===== config.mk =====
export PLATFORM = sky130hd
export DESIGN_NAME = ahb_arbiter
export DESIGN_NICKNAME = d
export VERILOG_FILES = /design/src/rtl/ahb_arbiter_pkg.sv /design/src/rtl/ahb_arbiter_rr_picker.sv /design/src/rtl/ahb_arbiter.sv
export SDC_FILE = /design/constraint.sdc
export NUM_CORES = 1
export LEC_CHECK = 0
export CORE_UTILIZATION = 56
export CTS_CLUSTER_DIAMETER = 60
export CTS_CLUSTER_SIZE = 30
export DETAILED_ROUTE_END_ITERATION = 6
export GPL_TIMING_DRIVEN = 0
export PLACE_DENSITY_LB_ADDON = 0.25
export SYNTH_ARGS = -nofsm -noshare
export SYNTH_HDL_FRONTEND = slang
export SYNTH_SLANG_ARGS = --single-unit
export TNS_END_PERCENT = 10

===== constraint.sdc =====
create_clock -name h_clk -period 5.7 [get_ports h_clk]
set_input_delay 1.425 -clock h_clk [delete_from_list [all_inputs] [get_ports h_clk]]
set_output_delay 1.425 -clock h_clk [all_outputs]
set_load 0.05 [all_outputs]

===== src/rtl/ahb_arbiter_pkg.sv =====
// ahb_arbiter_pkg: AHB transfer/burst encodings and arbiter state shared by the arbiter files
package ahb_arbiter_pkg;

    typedef enum logic [1:0] {
        IDLE   = 2'b00,
        BUSY   = 2'b01,
        NONSEQ = 2'b10,
        SEQ    = 2'b11
    } htrans_t;

    typedef enum logic [2:0] {
        SINGLE = 3'd0,
        INCR   = 3'd1,
        WRAP4  = 3'd2,
        INCR4  = 3'd3,
        WRAP8  = 3'd4,
        INCR8  = 3'd5,
        WRAP16 = 3'd6,
        INCR16 = 3'd7
    } hburst_t;

    typedef enum logic [1:0] {
        PARK,
        OWN,
        BURST,
        LOCKED
    } arb_state_t;

    // Beats in a fixed-length burst; SINGLE and undefined-length INCR report 1.
    function automatic logic [4:0] burst_len(hburst_t b);
        return (b inside {WRAP4, INCR4})   ? 5'd4  :
               (b inside {WRAP8, INCR8})   ? 5'd8  :
               (b inside {WRAP16, INCR16}) ? 5'd16 : 5'd1;
    endfunction

endpackage


===== src/rtl/ahb_arbiter_rr_picker.sv =====
// ahb_rr_picker: combinational round-robin picker, first requester after ptr wins
module ahb_rr_picker #(
    parameter  int N = 4,
    localparam int W = $clog2(N)
) (
    input  logic [N-1:0] req,
    input  logic [W-1:0] ptr,
    output logic [N-1:0] gnt,
    output logic [W-1:0] idx,
    output logic         any
);

    logic [W-1:0] c;

    // Walk the ring farthest-first so the nearest requester after ptr is assigned last and wins;
    // ptr itself is the farthest candidate, so it only wins when it is the sole requester.
    always_comb begin
        c   = '0;
        idx = '0;
        for (int k = N; k >= 1; k--) begin
            c = W'((int'(ptr) + k) % N);
            if (req[c]) idx = c;
        end
        any = |req;
        gnt = any ? N'(1) << idx : '0;
    end

endmodule


===== src/rtl/ahb_arbiter.sv =====
// ahb_arbiter: round-robin AHB bus arbiter with burst/lock tenure, hold limit and bus parking
module ahb_arbiter
    import ahb_arbiter_pkg::*;
#(
    parameter  int NUM_MST  = 4,
    parameter  int DEF_MST  = 0,
    parameter  int MAX_HOLD = 16,
    localparam int MW       = $clog2(NUM_MST)
) (
    input  logic               h_clk,
    input  logic               h_reset,
    input  logic [NUM_MST-1:0] h_busreq_x,
    input  logic [NUM_MST-1:0] h_lock_x,
    input  logic [1:0]         h_trans,
    input  logic [2:0]         h_burst,
    input  logic               h_ready,
    output logic [NUM_MST-1:0] h_grant_x,
    output logic [MW-1:0]      h_master,
    output logic [MW-1:0]      h_master_d,
    output logic               h_mastlock
);

    localparam int            HW       = $clog2(MAX_HOLD);
    localparam logic [MW-1:0] DEF      = MW'(DEF_MST);
    localparam logic [HW-1:0] HOLD_MAX = HW'(MAX_HOLD - 1);

    arb_state_t         state, state_nxt;
    logic [MW-1:0]      rr_ptr, pick_idx, win_idx;
    logic [NUM_MST-1:0] pick_gnt, win_gnt;
    logic [3:0]         beat_cnt;
    logic [HW-1:0]      hold_cnt;
    logic               any_req, own_req, own_lock, on_bus, idle_on_bus;
    logic               acc, nonseq_acc, seq_acc, fixed, rearb_ok, change;

    ahb_rr_picker #(.N(NUM_MST)) u_picker (
        .req (h_busreq_x),
        .ptr (rr_ptr),
        .gnt (pick_gnt),
        .idx (pick_idx),
        .any (any_req)
    );

    // Decode the address phase and decide re-arbitration; rr_ptr always names the granted master.
    // Transfers only count once the granted master actually drives the address bus (h_master caught up).
    always_comb begin
        own_req     = h_busreq_x[rr_ptr];
        own_lock    = h_lock_x[rr_ptr];
        on_bus      = h_master == rr_ptr;
        idle_on_bus = on_bus && h_trans == IDLE;
        acc         = h_ready && on_bus && h_trans[1];
        nonseq_acc  = acc && h_trans == NONSEQ;
        seq_acc     = acc && h_trans == SEQ;
        fixed       = burst_len(hburst_t'(h_burst)) > 5'd1;
        rearb_ok    = state == PARK  ? 1'b1 :
                      state == OWN   ? (!own_req || idle_on_bus || hold_cnt == HOLD_MAX) :
                      state == BURST ? ((seq_acc && beat_cnt == 4'd1) || idle_on_bus) : 1'b0;
        win_idx     = any_req ? pick_idx : DEF;
        win_gnt     = any_req ? pick_gnt : NUM_MST'(1) << DEF_MST;
        change      = h_ready && rearb_ok && win_idx != rr_ptr;
    end

    // Tenure state machine: park, plain ownership, fixed burst, locked sequence.
    always_comb begin
        state_nxt = state;
        if (h_ready)
            case (state)
                PARK:    state_nxt = any_req ? OWN : PARK;
                LOCKED:  state_nxt = (idle_on_bus && !own_lock) ? OWN : LOCKED;
                default: begin
                    if (rearb_ok && !any_req) state_nxt = PARK;
                    else if (change || (state == BURST && rearb_ok)) state_nxt = OWN;
                    else if (nonseq_acc) state_nxt = own_lock ? LOCKED : fixed ? BURST : OWN;
                end
            endcase
    end

    // State register.
    always_ff @(posedge h_clk) begin
        if (h_reset) state <= PARK;
        else state <= state_nxt;
    end

    // Grant, owner pipeline, lock flag and tenure counters; everything freezes while h_ready is low.
    always_ff @(posedge h_clk) begin
        if (h_reset) begin
            h_grant_x  <= NUM_MST'(1) << DEF_MST;
            rr_ptr     <= DEF;
            h_master   <= DEF;
            h_master_d <= DEF;
            h_mastlock <= 1'b0;
            beat_cnt   <= '0;
            hold_cnt   <= '0;
        end else if (h_ready) begin
            h_master   <= rr_ptr;
            h_master_d <= h_master;
            h_mastlock <= own_lock;
            if (change) begin
                h_grant_x <= win_gnt;
                rr_ptr    <= win_idx;
            end
            hold_cnt <= change ? '0 :
                        (acc && state == OWN && hold_cnt != HOLD_MAX) ? hold_cnt + 1'b1 : hold_cnt;
            beat_cnt <= (nonseq_acc && fixed) ? 4'(burst_len(hburst_t'(h_burst)) - 5'd1) :
                        (seq_acc && state == BURST && beat_cnt != 4'd0) ? beat_cnt - 1'b1 : beat_cnt;
        end
    end

endmodule


==> flow_summary.json <==
{
  "r2r_setup_slack_ns": 3.55,
  "vias": 1304,
  "cts_root_buf": "clkbuf_4",
  "relSlewSlack": 0.5544,
  "synth_seq_cells": 21,
  "grt_pass1_vias": 1203,
  "rsz0062_at_grt": "no",
  "drv_cap": 0,
  "finalSetupViolations": 0,
  "finalPower_uw": 599.4,
  "clk_pin_slew_ns": 0.12,
  "tns_ns": 0,
  "wl_met1_mm": 1.446,
  "fin_nets": 214,
  "grtUsageTotal": 0.2458,
  "wl_met2_mm": 1.412,
  "cts_buffers": 3,
  "synth-edff-count": 0,
  "die_w_um": 52.43,
  "dr.max_layer_used": "met4",
  "antenna_found_initial": 0,
  "fmax_mhz": 294.8,
  "port_buffers": 21,
  "post_cts_buffers": 0,
  "drt.antenna.violating_nets": 0,
  "route.detailed.wl_per_inst_um": 13.77,
  "netlist_instances": 165,
  "r2r-start": "beat_cnt[0]$_SDFFE_PP0P_",
  "clk_latency_ns": 0.30,
  "cp-start-kind": "input port",
  "syn-num-nets": 188,
  "fill_cells": 188,
  "via_per_inst": 5.982,
  "p_int_uw": 341.3,
  "combinationalPowerShare": 0.563,
  "finClkSkew_ns": 0.003204,
  "cp-endpoint": "rr_ptr[1]$_SDFFE_PP0P_",
  "sw_frac_of_total": 0.4305,
  "yosysWarnings": 0,
  "status": "completed",
  "finalHoldViolCount": 0,
  "drc": 0,
  "maxSlewViolCount": 0,
  "endpoint_kind": "register",
  "clkPwrFrac": 0.121,
  "syn_avg_cell_area_um2": 8.629,
  "final.min_clock_period_ns": 3.392,
  "startpoint": "h_ready",
  "initial_core_util": 0.6198,
  "cts_buffer_depth": 2,
  "cp.required_ns": 5.89,
  "r2r_end": "rr_ptr[1]$_SDFFE_PP0P_",
  "p_leak_uw": 0.0006380,
  "syn2layout_area_growth_pct": 19.16,
  "drt_iter0_markers": 28,
  "seq_area_frac_synth": 0.2953,
  "drt_wl_total_mm": 3.001,
  "wl_met3_um": 96,
  "finalCritPeriodShare": 0.5952,
  "syn_area_um2": 1424,
  "row_count": 17,
  "p_switching_uw": 258.0,
  "pwr-share-seq": 0.317,
  "cts_resized": 0,
  "synthArstFlopShare": 0,
  "crit_type": "in2reg",
  "dpl.hpwl_mm": 2.297,
  "globalplace.congestion": 0.9018,
  "dieArea_um2": 2748,
  "cp_max_fo": 10,
  "cts_max_level": 1,
  "pwr_density_cell_nw_per_um2": 353.3,
  "grt.overflow.total": 0,
  "dr.pass1.iters": 4,
  "cts_hold_buffers": 0,
  "core_area_um2": 2297,
  "ioPinCount": 25,
  "clkSinkCount": 21,
  "peakVddDrop_mv": 0.3030,
  "synth-main-ff-cell": "dfxtp_1",
  "diodes": 0,
  "grt_max_degree": 13,
  "fin_util": 0.7386,
  "cts_tree": "done",
  "grt_first_pass_wirelength_mm": 5.092,
  "drive_gt1_frac": 0.08421,
  "worst_pin_slew_ns": 0.6623,
  "hp-class": "reg2reg",
  "ff2ff_path_depth": 8,
  "die_y_um": 52.43,
  "yosysUniqueCellTypes": 47,
  "crit_arrival_ns": 3.58
}
-- worst min path at each step --
stage / startpoint / to / slack, ns / cells after the start
after floorplan: state[0]$_SDFFE_PP0P_ / state[0]$_SDFFE_PP0P_ / 0.48 / 2
after global placement: h_grant_x[1]$_SDFFE_PP0P_ / h_grant_x[1]$_SDFFE_PP0P_ / 0.45 / 2
after detailed placement: h_grant_x[1]$_SDFFE_PP0P_ / h_grant_x[1]$_SDFFE_PP0P_ / 0.47 / 2
after CTS: h_grant_x[1]$_SDFFE_PP0P_ / h_grant_x[1]$_SDFFE_PP0P_ / 0.48 / 2
after global routing: h_grant_x[3]$_SDFFE_PP0P_ / h_grant_x[3]$_SDFFE_PP0P_ / 0.51 / 2
final: h_grant_x[1]$_SDFFE_PP0P_ / h_grant_x[1]$_SDFFE_PP0P_ / 0.48 / 2
-- per-stage QoR --
step,std cells,worst slack (ns),cell area (um2),hold slack (ns)
after CTS,218,2.327,1697,0.4840
after floorplan,165,2.578,1424,0.4763
after detailed placement,214,1.984,1669,0.4662
final,218,2.308,1697,0.4821
after global placement,214,2.037,1669,0.4545
after global routing,218,2.191,1697,0.5055
-- power by group through the flow --
stage	Combinational [uW]	Sequential, uW	Clock, uW
floorplan	227	225	0
global placement	325	192	0
detailed placement	333	194	0
CTS	335	190	75.0
global route	364	194	79.4
finish	337	190	72.4
-- cells by family (layout without fill, tap and decap cells) --
group / Yosys count / after routing / synth area share
AOI/OAI and AO/OA: 37 / 37 / 0.2056
xor gates and xnor gates: 6 / 6 / 0.03691
adders and majority gates: 7 / 7 / 0.06151
buffers and inverters: 15 / 40 / 0.05623
DFF: 21 / 21 / 0.2953
muxes: 13 / 13 / 0.1002
and+or+nand+nor: 66 / 66 / 0.2443
-- cells in the mapped netlist (2+ instances only) --
cell | n | share of area
o31ai_1 | 3 | 0.016
nor2b_1 | 2 | 0.0088
nand3_1 | 4 | 0.014
nor2_1 | 19 | 0.050
xor2_1 | 4 | 0.025
a21oi_1 | 8 | 0.028
xnor2_1 | 2 | 0.012
and3_1 | 2 | 0.0088
a21boi_0 | 2 | 0.011
inv_1 | 6 | 0.016
clkbuf_1 | 3 | 0.0079
nand2_1 | 10 | 0.026
dfxtp_1 | 21 | 0.30
o21ai_1 | 2 | 0.0070
nor3_1 | 7 | 0.025
mux2i_1 | 12 | 0.084
o21ai_0 | 7 | 0.025
a31oi_1 | 3 | 0.013
nand3b_1 | 2 | 0.011
nor4_1 | 2 | 0.0088
nand2b_1 | 7 | 0.031
ha_1 | 7 | 0.062
buf_2 | 4 | 0.014
nand4_1 | 3 | 0.013
-- cell usage in the layout (no fill, tap or decap), drive strengths merged, types with 7 or more instances in the layout --
cell	count
a21oi	8
clkdlybuf4s50	21
dfxtp	21
ha	7
mux2i	12
nand2	10
nand2b	7
nor2	19
nor3	7
o21ai	9
-- final cells by class --
cell class	instances	area (um2)	share of cell area
plain buffers	9	57.56	0.03392
clock buffers	3	22.52	0.01327
clock inverters	1	5.005	0.002950
inverters	6	22.52	0.01327
multi-input cells	129	923.4	0.5442
flip-flops and latches	21	420.4	0.2478
well taps	28	35.03	0.02065
repair buffers	21	210.2	0.1239
-- worst max-delay path, cell delays in order --
cell	delay, ns
clkdlybuf4s50_1	0.48
buf_2	0.26
nand4_1	0.10
or4b_1	0.52
nand3_1	0.20
o211a_4	0.21
buf_8	0.13
mux2i_1	0.19
nor2_1	0.05
-- routing by layer --
metal | global-route usage | vias to the layer above
met5 | 0 | -
met1 | 0.3304 | 620
li1 | - | 650
met2 | 0.4051 | 27
met3 | 0.03188 | 7
met4 | 0.07456 | 0
-- flip-flops by register name, summed over array words and instances (netlist names) --
| name | count |
|---|---|
| rr_ptr | 2 |
| state | 2 |
| h_mastlock | 1 |
| h_master_d | 2 |
| beat_cnt | 4 |
| h_grant_x | 4 |
| hold_cnt | 4 |
| h_master | 2 |
Power figures use the tool's default switching activity.
